`src/rtl/jtframe_dwnld_pack.sv`:
```
// ---------------------------------------------------------------------------
// jtframe_dwnld_pack
//
// Packs the byte-wide ioctl ROM download stream into 16-bit SDRAM words with
// byte masks. Words go through a small FIFO and are presented to the SDRAM
// controller programming port under a prog_we / prog_ack handshake.
//
// Parameters
//   SDRAMW     : SDRAM word-address width
//   FIFO_DEPTH : word FIFO entries (power of two, >= 2)
//   SWAB       : 1 places the even byte in prog_data[15:8]
//
// Ports
//   clk, rst          : clock, asynchronous active-high reset
//   downloading       : high during the whole ROM download
//   ioctl_addr/dout/wr: byte address, byte data, one-cycle byte strobe
//   prog_addr/data/mask/we : word write request (mask bit set = byte skipped)
//   prog_ack          : one-cycle acceptance of the presented word
//   dwnld_busy        : download or write-back still in progress
//   overflow          : sticky, a word was dropped on a full FIFO
//   cksum             : 16-bit byte sum of the download, present only when
//                       JTFRAME_DWNLD_CKSUM_EN is defined
// ---------------------------------------------------------------------------
module jtframe_dwnld_pack #(
   parameter int SDRAMW     = 22,
   parameter int FIFO_DEPTH = 4,
   parameter int SWAB       = 0
)(
   input  logic              clk,
   input  logic              rst,
   input  logic              downloading,
   input  logic [24:0]       ioctl_addr,
   input  logic [7:0]        ioctl_dout,
   input  logic              ioctl_wr,
   output logic [SDRAMW-1:0] prog_addr,
   output logic [15:0]       prog_data,
   output logic [1:0]        prog_mask,
   output logic              prog_we,
   input  logic              prog_ack,
   output logic              dwnld_busy,
`ifdef JTFRAME_DWNLD_CKSUM_EN
   output logic [15:0]       cksum,
`endif
   output logic              overflow
);

   localparam int PW = $clog2(FIFO_DEPTH);

   typedef struct packed {
      logic [SDRAMW-1:0] addr;
      logic [15:0]       data;
      logic [1:0]        mask;
   } word_t;

   // Builds a word from its even (lo) and odd (hi) bytes. The mask follows
   // the data lanes, so with SWAB the even byte's mask moves to bit 1.
   function automatic word_t make_word(
      input logic [SDRAMW-1:0] a,
      input logic [7:0]        lo,
      input logic [7:0]        hi,
      input logic              vlo,
      input logic              vhi
   );
      word_t w;
      logic  lane_lo_v;
      logic  lane_hi_v;
      w.addr = a;
      if (SWAB != 0) begin
         w.data    = {lo, hi};
         lane_hi_v = vlo;
         lane_lo_v = vhi;
      end else begin
         w.data    = {hi, lo};
         lane_hi_v = vhi;
         lane_lo_v = vlo;
      end
      w.mask = {~lane_hi_v, ~lane_lo_v};
      return w;
   endfunction

   // Address bits above the SDRAM range are deliberately dropped
   generate
      if (SDRAMW < 24) begin : g_addr_unused
         logic unused_addr_hi;
         assign unused_addr_hi = ^ioctl_addr[24:SDRAMW+1];
      end
   endgenerate

   logic              downloading_p1;
   logic              dl_rise;
   logic              dl_fall;
   logic              acc;
   logic              odd;
   logic [SDRAMW-1:0] waddr;

   assign acc     = downloading & ioctl_wr;
   assign odd     = ioctl_addr[0];
   assign waddr   = ioctl_addr[SDRAMW:1];
   assign dl_rise = downloading & ~downloading_p1;
   assign dl_fall = ~downloading & downloading_p1;

   // Partial word (only ever holds an even byte) and one-entry skid
   logic              part_v;
   logic [SDRAMW-1:0] part_addr;
   logic [7:0]        part_lo;
   logic              skid_v;
   word_t             skid_w;

   logic              part_v_nxt;
   logic [SDRAMW-1:0] part_addr_nxt;
   logic [7:0]        part_lo_nxt;

   // Words produced by this cycle's byte: new_a is older than new_b
   word_t stale_w;
   word_t odd_w;
   word_t new_a;
   word_t new_b;
   logic  new_a_v;
   logic  new_b_v;

   // w0 is pushed now, w1 waits in the skid register for the next cycle
   word_t w0;
   word_t w1;
   logic  w0_v;
   logic  w1_v;

   always_comb begin
      stale_w       = make_word(part_addr, part_lo, 8'h00, 1'b1, 1'b0);
      odd_w         = make_word(waddr, 8'h00, ioctl_dout, 1'b0, 1'b1);
      new_a         = '0;
      new_b         = '0;
      new_a_v       = 1'b0;
      new_b_v       = 1'b0;
      part_v_nxt    = part_v;
      part_addr_nxt = part_addr;
      part_lo_nxt   = part_lo;
      if (acc) begin
         if (!odd) begin
            if (part_v && (part_addr != waddr)) begin
               new_a   = stale_w;
               new_a_v = 1'b1;
            end
            part_v_nxt    = 1'b1;
            part_addr_nxt = waddr;
            part_lo_nxt   = ioctl_dout;
         end else begin
            part_v_nxt = 1'b0;
            if (part_v && (part_addr == waddr)) begin
               new_a   = make_word(waddr, part_lo, ioctl_dout, 1'b1, 1'b1);
               new_a_v = 1'b1;
            end else if (part_v) begin
               new_a   = stale_w;
               new_a_v = 1'b1;
               new_b   = odd_w;
               new_b_v = 1'b1;
            end else begin
               new_a   = odd_w;
               new_a_v = 1'b1;
            end
         end
      end else if (dl_fall && part_v) begin
         new_a      = stale_w;
         new_a_v    = 1'b1;
         part_v_nxt = 1'b0;
      end
      // A valid skid implies the partial was empty, so new_b cannot be
      // valid here and at most two words are ever in flight.
      if (skid_v) begin
         w0   = skid_w;
         w0_v = 1'b1;
         w1   = new_a;
         w1_v = new_a_v;
      end else begin
         w0   = new_a;
         w0_v = new_a_v;
         w1   = new_b;
         w1_v = new_b_v;
      end
   end

   // Word FIFO with one extra pointer bit to tell full from empty
   word_t       fifo_mem [FIFO_DEPTH];
   logic [PW:0] wr_ptr;
   logic [PW:0] rd_ptr;
   logic [PW:0] wr_ptr_nxt;
   logic [PW:0] rd_ptr_nxt;
   logic        fifo_empty;
   logic        fifo_full;
   logic        pop;
   logic        push_ok;
   logic        push_drop;
   logic        load;
   logic        prog_we_nxt;
   logic        busy_nxt;
   word_t       rd_word;

   assign fifo_empty = (wr_ptr == rd_ptr);
   assign fifo_full  = (wr_ptr[PW] != rd_ptr[PW]) &&
                       (wr_ptr[PW-1:0] == rd_ptr[PW-1:0]);
   assign pop        = prog_we & prog_ack;
   // The head entry stays in the FIFO while presented; an acknowledge in
   // the same cycle frees its slot for the incoming word.
   assign push_ok    = w0_v & (~fifo_full | pop);
   assign push_drop  = w0_v & fifo_full & ~pop;
   assign load       = ~prog_we & ~fifo_empty;
   assign prog_we_nxt = prog_we ? ~prog_ack : ~fifo_empty;
   assign wr_ptr_nxt = push_ok ? wr_ptr + (PW+1)'(1) : wr_ptr;
   assign rd_ptr_nxt = pop     ? rd_ptr + (PW+1)'(1) : rd_ptr;
   assign rd_word    = fifo_mem[rd_ptr[PW-1:0]];
   // Built from next-state terms so busy drops together with prog_we
   assign busy_nxt   = downloading | (wr_ptr_nxt != rd_ptr_nxt) |
                       part_v_nxt | w1_v | prog_we_nxt;

   // Stage p1: control state
   always_ff @(posedge clk or posedge rst) begin
      if (rst) begin
         downloading_p1 <= 1'b0;
         part_v         <= 1'b0;
         skid_v         <= 1'b0;
         wr_ptr         <= '0;
         rd_ptr         <= '0;
         overflow       <= 1'b0;
         prog_we        <= 1'b0;
         prog_addr      <= '0;
         prog_data      <= '0;
         prog_mask      <= '0;
         dwnld_busy     <= 1'b0;
      end else begin
         downloading_p1 <= downloading;
         part_v         <= part_v_nxt;
         skid_v         <= w1_v;
         wr_ptr         <= wr_ptr_nxt;
         rd_ptr         <= rd_ptr_nxt;
         if (dl_rise)   overflow <= 1'b0;
         if (push_drop) overflow <= 1'b1;
         prog_we        <= prog_we_nxt;
         if (load) begin
            prog_addr <= rd_word.addr;
            prog_data <= rd_word.data;
            prog_mask <= rd_word.mask;
         end
         dwnld_busy     <= busy_nxt;
      end
   end

   // Stage p1: data registers, qualified by the valid bits above
   always_ff @(posedge clk) begin
      part_addr <= part_addr_nxt;
      part_lo   <= part_lo_nxt;
      skid_w    <= w1;
      if (push_ok) fifo_mem[wr_ptr[PW-1:0]] <= w0;
   end

`ifdef JTFRAME_DWNLD_CKSUM_EN
   always_ff @(posedge clk or posedge rst) begin
      if (rst) begin
         cksum <= '0;
      end else if (dl_rise) begin
         cksum <= acc ? {8'h00, ioctl_dout} : 16'h0000;
      end else if (acc) begin
         cksum <= cksum + {8'h00, ioctl_dout};
      end
   end
`endif

endmodule

```
`config.mk`:
```
export PLATFORM = sky130hd
export DESIGN_NAME = jtframe_dwnld_pack
export DESIGN_NICKNAME = d
export VERILOG_FILES = /design/src/rtl/jtframe_dwnld_pack.sv
export SDC_FILE = /design/constraint.sdc
export NUM_CORES = 1
export LEC_CHECK = 0
export CAP_MARGIN = 20
export CORE_MARGIN = 5
export CORE_UTILIZATION = 45
export DETAILED_ROUTE_END_ITERATION = 7
export MAX_ROUTING_LAYER = met4
export PLACE_DENSITY = 0.73
export SETUP_SLACK_MARGIN = 0.3
export SLEW_MARGIN = 20
export SYNTH_ARGS = -nofsm -noshare
export SYNTH_HDL_FRONTEND = slang
export SYNTH_SLANG_ARGS = --single-unit
```
`constraint.sdc`:
```
create_clock -name clk -period 8.7 [get_ports clk]
set_clock_uncertainty 0.2 [all_clocks]
set_input_delay 2.175 -clock clk [delete_from_list [all_inputs] [get_ports clk]]
set_output_delay 2.175 -clock clk [all_outputs]
set_load 0.03 [all_outputs]
```
==> impl_metrics.toml <==
[outcome]
outcome = "completed"

[finish]
layout_commonest_cell = "edfxtp_1"
fraction_of_final_layout_cells_sized_beyond_drive_strength_1_pct = 20.3
final_net_count = 769
synthToLayoutAreaGrowth_pct = 18.7
most-common-layout-cells = "190 x edfxtp_1, 78 x clkdlybuf4s50_1, 49 x dfrtp_1"

[timing]
timing.final.max_slew_violations = 0
clock.fmax_mhz = 190
post-route-period-util_pct = 60.4
sum_neg_setup_slack_ps = 0
setup_viol_count_final = 0
final-hold-violation-count = 0
finalWorstPathRequiredPeriod_ps = 5250
holdWs_ps = 291
rsz0062_at_grt = "false"
timing.max_slew.rel_slack_pct = 34.4
tightest_slew_ps = 984

[flow_run]
count_of_maximum_capacitance_violations = 0

[clocking]
clk_path_buf_depth = 3
worstSkewPairLatency_ps = 540
cts.sink_count = 282
cts.hold.buffers_added = 0
clock_tree_from_tritoncts = "built"
cts_post_setup_buffers_inserted = 0
cts.htree.levels = 1
post_cts.resized_instances = 0
cts_root_buffer = "clkbuf_16"
clock_slew_at_reported_path_ffs_ps = 60
numCtsBuffers = 27

[synthesis]
synth-async-reset-ratio_pct = 18.4
synth_compound_gate_area_share_pct = 6.58
yosysSeqAreaShare_pct = 71.4
synthMuxAreaShare_pct = 12.8
post_synth_fa_ha_maj_area_fraction_pct = 0.572
ys_ff_latch = 282
synth_top_flop_cell = "edfxtp_1"
synth_enable_flop_cells = 190
synth_top_family_by_area = "multiplexers"
synth.yosys.warnings = 0
synthXorXnorAreaFrac_pct = 2.85
syn-cell-area_sq_um = 10900
synth.lib_cells_used.distinct = 42
synth.net_count = 688
count_of_mapped_cells_out_of_synthesis = 645
synth_area_per_cell_sq_um = 16.9
synthSimpleGateAreaFrac_pct = 4.35

[routing]
postRouteAntennaNets = 0
drt_wl_total_microns = 21900
route.vias.total = 5834
route.detailed.drc = 0
drt-wirelength-per-cell_microns = 20.4
drt_first_iter_violations = 316
number_of_vias_per_cell = 5.44
drt-pass1-iter-count = 4

[setup_path]
end_kind = "flip-flop"
crit_path_max_fanout = 22
crit_path_cell_trace = "clkdlybuf4s50_1 -> xor2_1 -> nor4_1 -> nand4_1 -> o21ai_2 -> and2_1 -> buf_4 -> a22oi_1 -> o21ai_0"
critical_path_required_ps = 8760
worst_path_max_delay_cell = "clkdlybuf4s50_1"
reg2reg_setup_slack_ps = 5170
path_delay_family = "simple AND/OR/NAND/NOR gates"
startpoint_type = "primary input"
critical_path_class = "in2reg"
reg2regPathDepth = 8
worst_ep_arrival_time_ps = 5320
crit_path_max_incr_delay_ps = 500
critical_path.n_buffers_inverters = 2
worstReg2RegStart = "part_addr[17]"
end_of_the_worst_register_to_register_path = "fifo_mem[1][26]"

[floorplanning]
fp.dieArea_sq_um = 27500
io_pins = 81
chipWidth_microns = 166
core_area_sq_um = 24100
die-height_microns = 166
num_rows = 57
initial_core_util_pct = 45.3

[power]
power.density_nw_per_um2 = 325
overall_power_mw = 4.21
vdd_ir_drop_max_uv = 168
leakage_nw = 4.49

[min_path]
worstHoldPathType = "reg2reg"
holdPathEnd = "wr_ptr[2]"
timing.hold.worst_path_depth = 1
timing.hold.worst.start = "wr_ptr[2]"

[placement]
io_buffers = 78
final_weighted_congestion_in_routability_driven_placement = 0.806
detailed_place_hpwl_microns = 13400

[global_routing]
grt_antenna_before_repair = 1
grt_max_degree = 89
via_count_of_the_first_global_routing_pass = 6109
grt-ovfl-total = 0
grt_use_total_pct = 16.1
grt_pass1_wl_microns = 34600
## worst register-to-register path, delay by kind of cell, from the launching register on
family | cells | cell delay, ps
AOI/OAI and AO/OA | 3 | 880
DFF | 1 | 420
xor gates and xnor gates | 1 | 190
and+or+nand+nor | 3 | 1200
buffers and inverters | 1 | 370
## layout make-up
| cell class | count | area, sq um |
|---|---|---|
| Fill cell | 1910 | 11100 |
| Sequential cell | 282 | 7810 |
| Multi-Input combinational cell | 323 | 3010 |
| Timing Repair Buffer | 87 | 848 |
| Clock buffer | 32 | 704 |
| Tap cell | 324 | 405 |
| Clock inverter | 18 | 173 |
| Inverter | 5 | 18.8 |
| Antenna cell | 1 | 2.50 |
## metal layers
metal	track usage [%]	part of all wire, %	up-vias
li1	-	-	2653
met1	20.7	43	2997
met2	26.2	49	146
met3	3.00	5.7	38
met4	5.02	2.3	0
met5	-	0	-
## worst max path at each step
stage / start / to / slack, ps / cells after the start
after detailed placement: ioctl_addr[18] / fifo_mem[2][24] / 3010 / 9
after global routing: ioctl_addr[18] / fifo_mem[1][25] / 3200 / 9
after CTS: ioctl_addr[18] / fifo_mem[3][21] / 3470 / 9
final: ioctl_addr[18] / fifo_mem[1][26] / 3450 / 9
after floorplan: ioctl_addr[21] / fifo_mem[3][0] / 3380 / 6
after global placement: ioctl_addr[21] / skid_w[23] / 2990 / 8
## synthesized netlist by cell type, types with 2 or more instances
master	instances	area, sq um
nor2_1	12	45.0
dfrtp_1	52	1300
nor4_1	5	31.3
and3_1	9	56.3
dfxtp_1	40	801
a22oi_1	23	173
inv_1	5	18.8
ha_1	5	62.6
mux2_2	43	484
mux4_2	40	901
o21ai_0	34	170
xnor2_1	6	52.6
edfxtp_1	190	5710
buf_2	6	30.0
and2_1	15	93.8
a31oi_1	2	12.5
clkbuf_1	27	101
nand3_1	2	10.0
xor2_1	27	236
nor2b_1	2	12.5
nand2_1	47	176
a22o_1	30	263
a21oi_1	4	20.0
## state kept, by name (all words and copies together) (netlist names)
register        count
downloading_p1      1
dwnld_busy          1
fifo_mem          160
overflow            1
part_addr          22
part_lo             8
part_v              1
prog_addr          22
prog_data          16
prog_mask           2
prog_we             1
rd_ptr              3
skid_v              1
skid_w             40
wr_ptr              3
## where the power goes
group / switching, mW / internal [mW]
Clock: 0.488 / 0.670
Combinational: 0.644 / 0.616
Sequential: 0.131 / 1.66
## cells by family (layout without fill, tap and decap cells)
logic type,after synthesis,in the layout
and+or+nand+nor,99,99
DFF,282,282
adders and majority gates,5,5
buffers and inverters,40,142
muxes,84,84
AOI/OAI and AO/OA,101,101
other,0,1
xor gates and xnor gates,34,34
## per-stage QoR
stage	setup WS, ps	util (%)	instance area [sq um]	std cells
after floorplan	3380	-	10900	645
after global placement	2990	50.1	12100	1021
after detailed placement	3010	50.2	12100	1021
after CTS	3470	53.8	13000	1071
after global routing	3200	53.8	13000	1072
final	3450	53.8	13000	1072
Power figures use the tool's default switching activity.
